## src/rtl/riscv_enc_pkg.sv

```systemverilog
// riscv_enc_pkg: constants and types shared by the instruction encoder and decoder.
//   - RV32I major opcodes handled by the encoder
//   - NOP word emitted for unsupported opcodes (addi x0,x0,0)
//   - instr_fields_t: decoded field bundle, in decoder format
package riscv_enc_pkg;

  localparam logic [6:0] OP     = 7'b0110011;
  localparam logic [6:0] OP_IMM = 7'b0010011;
  localparam logic [6:0] JALR   = 7'b1100111;
  localparam logic [6:0] LOAD   = 7'b0000011;
  localparam logic [6:0] STORE  = 7'b0100011;
  localparam logic [6:0] BRANCH = 7'b1100011;
  localparam logic [6:0] LUI    = 7'b0110111;
  localparam logic [6:0] JAL    = 7'b1101111;

  localparam logic [31:0] NOP = 32'h0000_0013;

  // imm is already sign-extended; for B/J it is a byte offset.
  typedef struct packed {
    logic [6:0]  opcode;
    logic [4:0]  rd;
    logic [4:0]  rs1;
    logic [4:0]  rs2;
    logic [2:0]  funct3;
    logic [6:0]  funct7;
    logic [31:0] imm;
  } instr_fields_t;

endpackage

```

## src/rtl/instr_pack.sv

```systemverilog
// instr_pack: purely combinational field-to-word packer.
// Ports:
//   fields     in   decoded field bundle
//   instr      out  packed 32-bit instruction word (NOP for unsupported opcodes)
//   bad_opcode out  opcode is not one of the supported formats
//   bad_range  out  immediate does not fit its format (only with ENC_RANGE_CHECK_EN,
//                   otherwise tied 0)
module instr_pack
  import riscv_enc_pkg::*;
(
  input  instr_fields_t fields,
  output logic [31:0]   instr,
  output logic          bad_opcode,
  output logic          bad_range
);

  always_comb begin
    instr      = NOP;
    bad_opcode = 1'b0;
    case (fields.opcode)
      OP:
        instr = {fields.funct7, fields.rs2, fields.rs1, fields.funct3, fields.rd, fields.opcode};
      OP_IMM, JALR, LOAD:
        instr = {fields.imm[11:0], fields.rs1, fields.funct3, fields.rd, fields.opcode};
      STORE:
        instr = {fields.imm[11:5], fields.rs2, fields.rs1, fields.funct3, fields.imm[4:0],
                 fields.opcode};
      BRANCH:
        instr = {fields.imm[12], fields.imm[10:5], fields.rs2, fields.rs1, fields.funct3,
                 fields.imm[4:1], fields.imm[11], fields.opcode};
      LUI:
        instr = {fields.imm[31:12], fields.rd, fields.opcode};
      JAL:
        instr = {fields.imm[20], fields.imm[10:1], fields.imm[11], fields.imm[19:12],
                 fields.rd, fields.opcode};
      default:
        bad_opcode = 1'b1;
    endcase
  end

`ifdef ENC_RANGE_CHECK_EN
  // A value fits in N signed bits when every bit above bit N-1 equals the sign bit.
  logic fits_i, fits_b, fits_j, fits_u;
  assign fits_i = (fields.imm[31:11] == '0) || (fields.imm[31:11] == '1);
  assign fits_b = ((fields.imm[31:12] == '0) || (fields.imm[31:12] == '1)) && !fields.imm[0];
  assign fits_j = ((fields.imm[31:20] == '0) || (fields.imm[31:20] == '1)) && !fields.imm[0];
  assign fits_u = (fields.imm[11:0] == '0);

  always_comb begin
    bad_range = 1'b0;
    case (fields.opcode)
      OP_IMM, JALR, LOAD, STORE: bad_range = !fits_i;
      BRANCH:                    bad_range = !fits_b;
      JAL:                       bad_range = !fits_j;
      LUI:                       bad_range = !fits_u;
      default:                   bad_range = 1'b0;
    endcase
  end
`else
  assign bad_range = 1'b0;
`endif

endmodule

```

## src/rtl/instr_encoder.sv

```systemverilog
// instr_encoder: streaming RISC-V field-to-word encoder with a 2-entry output FIFO.
// Parameters: BASE_ADDR (address of first word after reset), DEPTH (imem words, power of 2, >= 2).
// Ports:
//   clk, reset                 clock, synchronous active-high reset
//   in_valid / in_ready        field bundle handshake (in_ready is registered)
//   opcode, rd, rs1, rs2,
//   funct3, funct7, imm        decoded fields
//   out_valid / out_ready      encoded word handshake
//   out_instr, out_addr        encoded word and its byte address
//   err_opcode, err_range      sticky error flags, cleared only by reset
// Optional feature: define ENC_RANGE_CHECK_EN to enable immediate range checking
// (see instr_pack); otherwise err_range stays 0.
module instr_encoder
  import riscv_enc_pkg::*;
#(
  parameter logic [31:0] BASE_ADDR = 32'h0000_0000,
  parameter int          DEPTH     = 256
) (
  input  logic        clk,
  input  logic        reset,
  input  logic        in_valid,
  output logic        in_ready,
  input  logic [6:0]  opcode,
  input  logic [4:0]  rd,
  input  logic [4:0]  rs1,
  input  logic [4:0]  rs2,
  input  logic [2:0]  funct3,
  input  logic [6:0]  funct7,
  input  logic [31:0] imm,
  output logic        out_valid,
  input  logic        out_ready,
  output logic [31:0] out_instr,
  output logic [31:0] out_addr,
  output logic        err_opcode,
  output logic        err_range
);

  localparam int IDX_W = $clog2(DEPTH);

  instr_fields_t fields;
  logic [31:0]   packed_instr;
  logic          bad_opcode, bad_range;

  assign fields = '{opcode: opcode, rd: rd, rs1: rs1, rs2: rs2,
                    funct3: funct3, funct7: funct7, imm: imm};

  instr_pack u_pack (
    .fields     (fields),
    .instr      (packed_instr),
    .bad_opcode (bad_opcode),
    .bad_range  (bad_range)
  );

  logic [31:0]      buf_instr_q [2], buf_instr_d [2];
  logic [31:0]      buf_addr_q  [2], buf_addr_d  [2];
  logic             wr_ptr_q, wr_ptr_d, rd_ptr_q, rd_ptr_d;
  logic [1:0]       count_q, count_d;
  logic [IDX_W-1:0] index_q, index_d;
  logic             in_ready_q, in_ready_d;
  logic             err_opcode_q, err_opcode_d, err_range_q, err_range_d;
  logic             push, pop;

  always_comb begin
    push         = in_valid && in_ready_q;
    pop          = out_ready && (count_q != 2'd0);
    buf_instr_d  = buf_instr_q;
    buf_addr_d   = buf_addr_q;
    wr_ptr_d     = wr_ptr_q;
    rd_ptr_d     = rd_ptr_q;
    index_d      = index_q;
    err_opcode_d = err_opcode_q || (push && bad_opcode);
    err_range_d  = err_range_q  || (push && bad_range);
    if (push) begin
      buf_instr_d[wr_ptr_q] = packed_instr;
      buf_addr_d[wr_ptr_q]  = BASE_ADDR + (32'(index_q) << 2);
      wr_ptr_d              = ~wr_ptr_q;
      index_d               = index_q + IDX_W'(1);  // wraps modulo DEPTH
    end
    if (pop) rd_ptr_d = ~rd_ptr_q;
    count_d    = count_q + {1'b0, push} - {1'b0, pop};
    // Registered from the next count, so out_ready never reaches in_ready combinationally.
    in_ready_d = (count_d != 2'd2);
  end

  always_ff @(posedge clk) begin
    if (reset) begin
      buf_instr_q  <= '{default: '0};
      buf_addr_q   <= '{default: BASE_ADDR};
      wr_ptr_q     <= 1'b0;
      rd_ptr_q     <= 1'b0;
      count_q      <= 2'd0;
      index_q      <= '0;
      in_ready_q   <= 1'b0;
      err_opcode_q <= 1'b0;
      err_range_q  <= 1'b0;
    end else begin
      buf_instr_q  <= buf_instr_d;
      buf_addr_q   <= buf_addr_d;
      wr_ptr_q     <= wr_ptr_d;
      rd_ptr_q     <= rd_ptr_d;
      count_q      <= count_d;
      index_q      <= index_d;
      in_ready_q   <= in_ready_d;
      err_opcode_q <= err_opcode_d;
      err_range_q  <= err_range_d;
    end
  end

  assign in_ready   = in_ready_q;
  assign out_valid  = (count_q != 2'd0);
  assign out_instr  = buf_instr_q[rd_ptr_q];
  assign out_addr   = buf_addr_q[rd_ptr_q];
  assign err_opcode = err_opcode_q;
  assign err_range  = err_range_q;

endmodule

```

## config.mk

```make
export PLATFORM = sky130hd
export DESIGN_NAME = instr_encoder
export DESIGN_NICKNAME = d
export VERILOG_FILES = /design/src/rtl/riscv_enc_pkg.sv /design/src/rtl/instr_pack.sv /design/src/rtl/instr_encoder.sv
export SDC_FILE = /design/constraint.sdc
export NUM_CORES = 1
export LEC_CHECK = 0
export CAP_MARGIN = 20
export CORE_MARGIN = 4
export CORE_UTILIZATION = 52
export CTS_CLUSTER_SIZE = 20
export DETAILED_ROUTE_END_ITERATION = 12
export PLACE_DENSITY_LB_ADDON = 0.05
export SLEW_MARGIN = 30
export SYNTH_ARGS = -nofsm -noshare
export SYNTH_HDL_FRONTEND = slang
export SYNTH_SLANG_ARGS = --single-unit
```

## constraint.sdc

```tcl
create_clock -name clk -period 3.5 [get_ports clk]
set_input_delay 0.7 -clock clk [delete_from_list [all_inputs] [get_ports clk]]
set_output_delay 0.7 -clock clk [all_outputs]
set_load 0.01 [all_outputs]
```

# Yosys cells after proc, flatten, opt, wreduce, memory -nomap -nowiden
# Cells that the tools add are included.
[word_totals]
ff_bits = 142
inputBits = 68
out_inout_bits = 68
word_cells = 49
[classes]
n_addsub = 3
order_cmp = 3
eq_ne = 9
mux = 12
n_bitwise = 4
reduce_logical = 8
[op_table]
columns = ["operator", "count"]
rows = [
  ["$mux 32", 7],
  ["$pmux 32 s6", 1],
  ["$bwmux 64", 2],
  ["$demux 32 s1", 1],
  ["$eq 7x6->1 const B", 3],
  ["$eq 7x7->1 const B", 3],
  ["$add 8x1->8 const B", 1],
  ["$reduce_or 8->1", 1],
  ["$eq 7x2->1 const B", 1],
  ["$eq 7x5->1 const B", 1],
  ["$ge 2x2->1 const B", 2],
  ["$logic_and 1x1->1", 4],
  ["$not 1->2", 2],
  ["$reduce_or 3->1", 1],
  ["$add 2x1->2", 1],
  ["$lt 2x1->1 const B", 1],
  ["$ne 2x2->1 const B", 1],
  ["$not 1->1", 2],
  ["$reduce_bool 2->1", 1],
  ["$sub 2x1->2", 1],
  ["$logic_or 1x1->1", 1],
  ["$mux 1", 1],
]

# Longest topological paths before layout
# Gate-level depths: netlist of run 1.
[logic_depth]
depth_word = 6
depth_mapped = 9
ltp_nobuf = 9

# Cells and area by module
# Synthesis of run 1 repeated with hierarchy kept, for this count alone.
[unflattened]
hier_cells = 601
area_unflattened_um2 = 4797.1
[by_module_without_submodules]
columns = ["module", "instances", "cells_each", "area_each_um2", "seq_area_each_um2"]
rows = [
  ["instr_encoder", 1, 488, 4036.4, 1901.8],
  ["instr_pack", 1, 113, 760.7, 0.0],
]

# Least setup slack after synthesis of run 1
# Ideal clock, no wire load.
[synth_path]
path_kind = "in2reg"
startpoint = "input opcode[2]"
endpoint = "register buf_instr_q[12] (netlist bit)"
setup_time_ns = 0.057
arrival_ns = 1.917
required_ns = 3.443
path_slack_ns = 1.525
path_stages = 6
path_buffers = 2
path_cell_list = "buf_2 > nor2b_1 > a2111oi_4 > and2b_1 > buf_4 > a221o_2"
[synth_between]
elab_chain_len = 4
word_cells_on_any_way = 11
classes_between = "8 x eq/ne; 2 x mux; 1 x reduce/logical"
[synth_lines]
columns = ["item", "line_no", "text"]
rows = [
  ["from (decl)", "instr_encoder.sv:23", "input logic [6:0] opcode,"],
  ["$eq 7x5->1, or another cell as far along", "instr_pack.sv:20", "case (fields.opcode)"],
  ["$reduce_or 3->1", "instr_pack.sv:20", ""],
  ["$pmux 32 s6 *", "instr_pack.sv:20", ""],
  ["$bwmux 64 *", "instr_encoder.sv:74", "buf_instr_d[wr_ptr_q] = packed_instr;"],
  ["to (signal assigned)", "instr_encoder.sv:97", "buf_instr_q <= buf_instr_d;"],
  ["to (decl)", "instr_encoder.sv:54", "logic [31:0] buf_instr_q [2], buf_instr_d [2];"],
]
# Every way passes the cells marked *; elsewhere a longest branch is shown, timed or not.
# A chain may end at the register's enable or synchronous reset.

# Final worst setup path of run 1
[layout_path]
startpoint = "register rd_ptr_q"
endpoint = "output out_instr[5]"
[layout_between]
elab_chain_len = 4
[layout_lines]
columns = ["item", "line_no", "text"]
rows = [
  ["from (decl)", "instr_encoder.sv:56", "logic wr_ptr_q, wr_ptr_d, rd_ptr_q, rd_ptr_d;"],
  ["from (signal assigned)", "instr_encoder.sv:100", "rd_ptr_q <= rd_ptr_d;"],
  ["$not 1->2 (implied by the code)", "instr_encoder.sv:111", "assign out_instr = buf_instr_q[rd_ptr_q];"],
  ["$mux 32 (implied by the code) (3 in a row)", "instr_encoder.sv:111", ""],
  ["to (decl)", "instr_encoder.sv:32", "output logic [31:0] out_instr,"],
]
# No other way between the ends. The select of a mux whose other input is x is not followed.

==> run_results.csv, run 1 <==
group,metric,value,unit
status,outcome,"complete, no violations",
finish,regArea,1883,sq um
critical_path,r2r_end,"in_ready",
power_and_ir_drop,pwr-share-comb,0.316,
timing,maxSlewHeadroom,0.4156,
floorplanning,core,8848,sq um
clocking,htreeDepth,3,
run,drv_cap,0,
finish,finalNonFillerCells,738,
finish,fill_cells,740,
global_routing,grt_max_degree,70,
logic_synthesis,syn_area,4801,sq um
placement,place.gp.congestion,0.9043,
clocking,cts_tree,"yes",
route,vias,4239,
global_routing,first_global_vias,4194,
logic_synthesis,ys_seq_elements,94,
power_and_ir_drop,internal_power,2.092,mW
clocking,cts_max_path_buffers,2,
hold_path,min_to,"buf_addr_q[2]",
critical_path,cp_top_family,"buffers and inverters",
finish,fin_util,0.6889,
logic_synthesis,yosysTopAreaCellShare,0.3920,
critical_path,crit_fanout,22,
clocking,cts.sinks,94,
critical_path,max_stage_delay,0.69,ns
hold_path,worstHoldPathType,"register to register",
finish,area_growth,26.97,%
power_and_ir_drop,power_density,503.6,nW/um^2
timing,setup-violations-final,0,
floorplanning,die-area,10830,sq um
route,drt-total-wl,12990,um
route,wl_per_cell,17.60,um
power_and_ir_drop,leakage,2.255,nW
critical_path,path_depth,3,
finish,fin_area,6096,sq um
logic_synthesis,synth_cells,533,
logic_synthesis,yosys-top-cells-area,"dfxtp_1, mux2_2, nor2_1",
logic_synthesis,ys_types,58,
timing,period_share,0.8245,
finish,final_cell_mix,"clkdlybuf4s50_1, dfxtp_1, nor2_1, nand2_1, mux2_2",
power_and_ir_drop,ir_worst_vdd,386.8,uV
critical_path,timing.rr.start,"in_ready",
critical_path,crit_path_end_kind,"output port",
finish,multi_input_area,2646,sq um
hold_path,min_from,"buf_addr_q[2]",
logic_synthesis,yosys.area.top_type,"dfxtp_1",
timing,finalHoldViolCount,0,
critical_path,critPathSlowestCell,"dfxtp_2",
floorplanning,row_count,34,
clocking,clkSlewWorstSetupHoldPaths,0.10,ns
floorplanning,fp.dieW,104.1,um
global_routing,antenna_found_initial,0,
floorplanning,die_h,104.1,um
logic_synthesis,syn_avg_cell_area,9.007,sq um
placement,place_area,5867,sq um
floorplanning,ios,136,
placement,place_ws,0.5287,ns
critical_path,crit_buf_inv,2,
clocking,post_cts_resized,0,
finish,antenna_cells,0,
finish,final_nets,696,
logic_synthesis,synth_ff_type,"dfxtp_1",
clocking,cts_root_buffer,"clkbuf_8",
floorplanning,start_util,0.5426,
global_routing,grt_use_total,0.2388,
critical_path,critPathKind,"register to output port",
hold_path,hold_depth,2,
logic_synthesis,yosysSeqAreaShare,0.3920,
route,drt_pre_antenna_iters,4,
logic_synthesis,synth_edf_count,0,
timing,fin_setup_tns,0,ns
critical_path,arrival,2.19,ns
timing,fin_crit,2.886,ns
critical_path,crit_chain,"buf_12 > mux2_2 > clkdlybuf4s50_1",
placement,dp.cells,722,
route,drt_iter0_markers,212,
timing,skew,0.006940,ns
critical_path,critical_path_required,2.80,ns
placement,dp_hpwl,9057,um
global_routing,gr-total-overflow,0,
clocking,numCtsBuffers,9,
power_and_ir_drop,p_sw_frac,0.3185,
logic_synthesis,yosys_warnings,0,
clocking,cts_hold_buffers,0,
critical_path,reg2reg_slack,1.40,ns
timing,worstMarginPinSlew,0.8734,ns
critical_path,critPathLaunchType,"register",
route,drtAntennaViolNets,0,
logic_synthesis,async_reset_ff_frac,0,
global_routing,grt_first_pass_wirelength,21200,um
timing,final.setup.worst_slack,0.6143,ns
critical_path,rr_worst_depth,9,
power_and_ir_drop,power_frac_clock,0.268,
placement,portBuffers,110,
power_and_ir_drop,seqPwrFrac,0.416,
finish,drive_gt1_frac,0.1476,
timing,final_max_slew_viol_count,0,
timing,rsz0062_at_grt,"false",
route,route.detailed.drc,0,
clocking,cts_setup_buffers,0,
route,routed_via_density,5.744,
clocking,clock_latency,0.37,ns
power_and_ir_drop,p_switching,0.9778,mW
finish,final_common_cell,"clkdlybuf4s50_1",
timing,clock.fmax,346.5,MHz
cells by family after synthesis:
logic type / after synthesis / share of synthesized area
XOR/XNOR: 10 / 0.01824
adder cells (fa/ha/maj): 3 / 0.007819
multiplexers: 49 / 0.1131
flip-flops: 94 / 0.3920
other: 1 / 0.0007811
buffers and inverters: 67 / 0.07714
AND/OR/NAND/NOR: 180 / 0.1837
AO/OA/AOI/OAI: 129 / 0.2072
routing by layer:
metal,global-route usage,wire length [um]
met1,0.3083,5655
met2,0.3993,6413
met3,0.05028,743
met4,0.07597,174
met5,0,0
tightest hold or removal path, stage by stage, from the launching register on:
cell and delay [ns]:
dfxtp_1 0.32, nand2_1 0.05, a21oi_1 0.05
synth_stat cells, types with 2 or more instances:
master,n
nor2_1,62
or2_2,2
a21oi_1,38
nor2b_1,5
mux2i_1,7
a221o_2,7
mux2_2,42
o2bb2ai_1,8
nand3_1,5
nand2b_1,2
xor2_1,7
and3_1,4
a221oi_1,16
buf_1,3
dfxtp_1,94
nor3_1,16
a311oi_1,7
xnor2_1,3
o21ai_0,8
clkbuf_1,26
a221o_1,5
o31ai_1,2
ha_1,3
a211oi_1,18
nand4_1,6
nand3b_1,2
buf_4,30
buf_2,5
nand2_1,49
and2_1,14
o21bai_1,8
inv_1,3
sequential cells by signal, indices dropped and copies added (netlist names):
name and cells:
buf_instr_q 64, buf_addr_q 16, index_q 8, count_q 2
err_opcode 1, in_ready 1, rd_ptr_q 1, wr_ptr_q 1
per-stage QoR:
| step | hold WS, ns | total power, mW |
|---|---|---|
| after global placement | 0.4318 | 2.249 |
| after global routing | 0.4826 | 3.231 |
| after CTS | 0.4600 | 3.099 |
| final | 0.4565 | 3.070 |
| after floorplan | 0.4196 | 1.867 |
| after detailed placement | 0.4464 | 2.273 |
cell type report:
type	instances	share of cell area
Clock buffer	9	0.02032
Sequential cell	94	0.3089
Tap cell	108	0.02217
Timing Repair Buffer	121	0.1954
Multi-Input combinational cell	396	0.4341
Inverter	3	0.001847
Clock inverter	7	0.01724
power by group through the flow:
stage          logic, mW  registers, mW  clock network [mW]
2_1_floorplan      0.618           1.25                   0
3_3_place_gp       0.953           1.30                   0
3_5_place_dp       0.970           1.30                   0
4_1_cts            0.976           1.28               0.844
5_1_grt             1.05           1.29               0.886
6_report           0.970           1.28               0.822
how the worst max path moves through the flow:
stage               from               to  slack (ns)
3_3_place_gp   opcode[6]  buf_instr_q[39]        0.62
5_1_grt         rd_ptr_q     out_instr[5]        0.51
6_report        rd_ptr_q     out_instr[5]        0.61
2_1_floorplan  opcode[2]  buf_instr_q[12]        1.53
3_5_place_dp   opcode[3]  buf_instr_q[39]        0.53
4_1_cts         rd_ptr_q    out_instr[18]        0.58
Note: power is estimated with default switching activity, not from simulation.
==> run 2, diff against run 1 <==
- CORE_UTILIZATION: 52 -> 48
- clock period: 3.5 -> 2.7 ns (I/O delays scaled with it)
==> run 2 against run 1 <==
  * Via count rose by 1.7%
  * Total power rose by 32%
  * Register-to-register slack got worse by 0.56 ns
  * Cell count rose by 5.8%
  * Combinational power rose by 38%
  * Sequential cell count did not move
  * Critical path depth did not move
  * Setup slack got worse by 0.50 ns
  * First-iteration DRC count fell by 16%
  * Critical endpoint unchanged
  * Largest cell class unchanged
==> run_results.csv, run 2 (synthesis gave the netlist of run 1 again) <==
group,metric,value,unit
power_and_ir_drop,leakage,2.351,nW
finish,finalNonFillerCells,781,
global_routing,grt_first_pass_wirelength,20810,um
critical_path,arrival,2.05,ns
global_routing,antenna_found_initial,0,
timing,finalHoldViolCount,0,
floorplanning,die_h,108.0,um
clocking,clock_latency,0.36,ns
placement,portBuffers,110,
critical_path,critPathLaunchType,"register",
finish,largest_reg_flops,64,
timing,hold_slack,0.4599,ns
clocking,cts_max_path_buffers,2,
timing,period_share,0.9581,
finish,regMostFlops,"buf_instr_q",
critical_path,critPathKind,"register to output port",
timing,fin_crit,2.587,ns
route,routed_via_density,5.517,
floorplanning,ios,136,
global_routing,grt_use_total,0.2248,
floorplanning,core,9774,sq um
timing,setup-violations-final,0,
critical_path,crit_fanout,32,
route,wl_per_cell,16.88,um
timing,skew,0.01712,ns
critical_path,critical_path_required,2.16,ns
global_routing,top_usage_layer,"met2",
timing,clock.fmax,386.5,MHz
route,drt_iter0_markers,178,
placement,place.gp.congestion,0.8753,
clocking,numCtsBuffers,9,
global_routing,gr-total-overflow,0,
timing,fin_setup_tns,0,ns
timing,rsz0062_at_grt,"false",
finish,fin_util,0.6438,
power_and_ir_drop,ir_worst_vdd,446.7,uV
run,drv_cap,0,
clocking,htreeDepth,3,
floorplanning,row_count,36,
status,outcome,"complete, no violations",
placement,dp.cells,765,
clocking,clkSlewWorstSetupHoldPaths,0.11,ns
route,vias,4309,
global_routing,first_global_vias,4133,
finish,final_nets,714,
power_and_ir_drop,power_density,643.4,nW/um^2
timing,maxSlewHeadroom,0.4535,
critical_path,crit_path_end_kind,"output port",
hold_path,worstHoldPathType,"register to register",
clocking,cts.sinks,94,
clocking,cts_root_buffer,"clkbuf_8",
finish,final_common_cell,"clkdlybuf4s50_1",
global_routing,use_met3,0.03642,
route,drt-total-wl,13190,um
timing,final.setup.worst_slack,0.1130,ns
clocking,cts_tree,"yes",
global_routing,use_met2,0.3877,
floorplanning,start_util,0.4912,
finish,antenna_cells,0,
clocking,post_cts_resized,0,
placement,dp_hpwl,9386,um
timing,final_max_slew_viol_count,0,
global_routing,grt_use_met1,0.2891,
finish,drive_gt1_frac,0.1713,
power_and_ir_drop,p_total,4.048,mW
route,drt_pre_antenna_iters,5,
clocking,cts_setup_buffers,0,
finish,fin_area,6292,sq um
placement,place_area,6058,sq um
finish,final_cell_mix,"clkdlybuf4s50_1, dfxtp_1, nor2_1, nand2_1, mux2_2",
timing,worstMarginPinSlew,0.8167,ns
finish,area_growth,31.07,%
floorplanning,fp.dieW,108.0,um
clocking,cts_hold_buffers,0,
route,route.detailed.drc,0,
global_routing,grt_max_degree,54,
placement,place_ws,0.02012,ns
finish,top_regs,"buf_instr_q (64), buf_addr_q (16), index_q (8)",
route,drtAntennaViolNets,0,
floorplanning,die-area,11670,sq um
run 2: cell count changes in the layout (fill, tap and decap cells not counted), sizes merged:
cell  before  now
buf       12   30
run 2: critical path, stage by stage, from the launching register on:
cell	delay, ns
dfxtp_2	0.53
buf_12	0.27
mux2_2	0.38
clkdlybuf4s50_1	0.49
run 2: area by class of cell:
type | instances | area [sq um]
Tap cell | 133 | 166.4
Timing Repair Buffer | 139 | 1351
Inverter | 3 | 11.26
Multi-Input combinational cell | 396 | 2646
Sequential cell | 94 | 1883
Clock inverter | 7 | 110.1
Fill cell | 855 | 3482
Clock buffer | 9 | 123.9
run 2: power breakdown:
| part | internal [mW] | switching (mW) |
|---|---|---|
| combinational | 0.683 | 0.652 |
| sequential | 1.53 | 0.101 |
| clock | 0.539 | 0.542 |
run 2: final timing paths:
| check | from | slack [ns] | end | cells after the start |
|---|---|---|---|---|
| min reg2reg | buf_addr_q[37] | 0.46 | buf_addr_q[37] | 2 |
| max reg2reg | count_q[1] | 0.84 | in_ready | 9 |
| min | buf_addr_q[37] | 0.46 | buf_addr_q[37] | 2 |
| max | rd_ptr_q | 0.11 | out_instr[5] | 3 |
run 2: metal layers:
layer  wire [um]  share of wire
met4         161          0.012
met1        5817           0.44
met3         723          0.055
met5           0              0
met2        6483           0.49
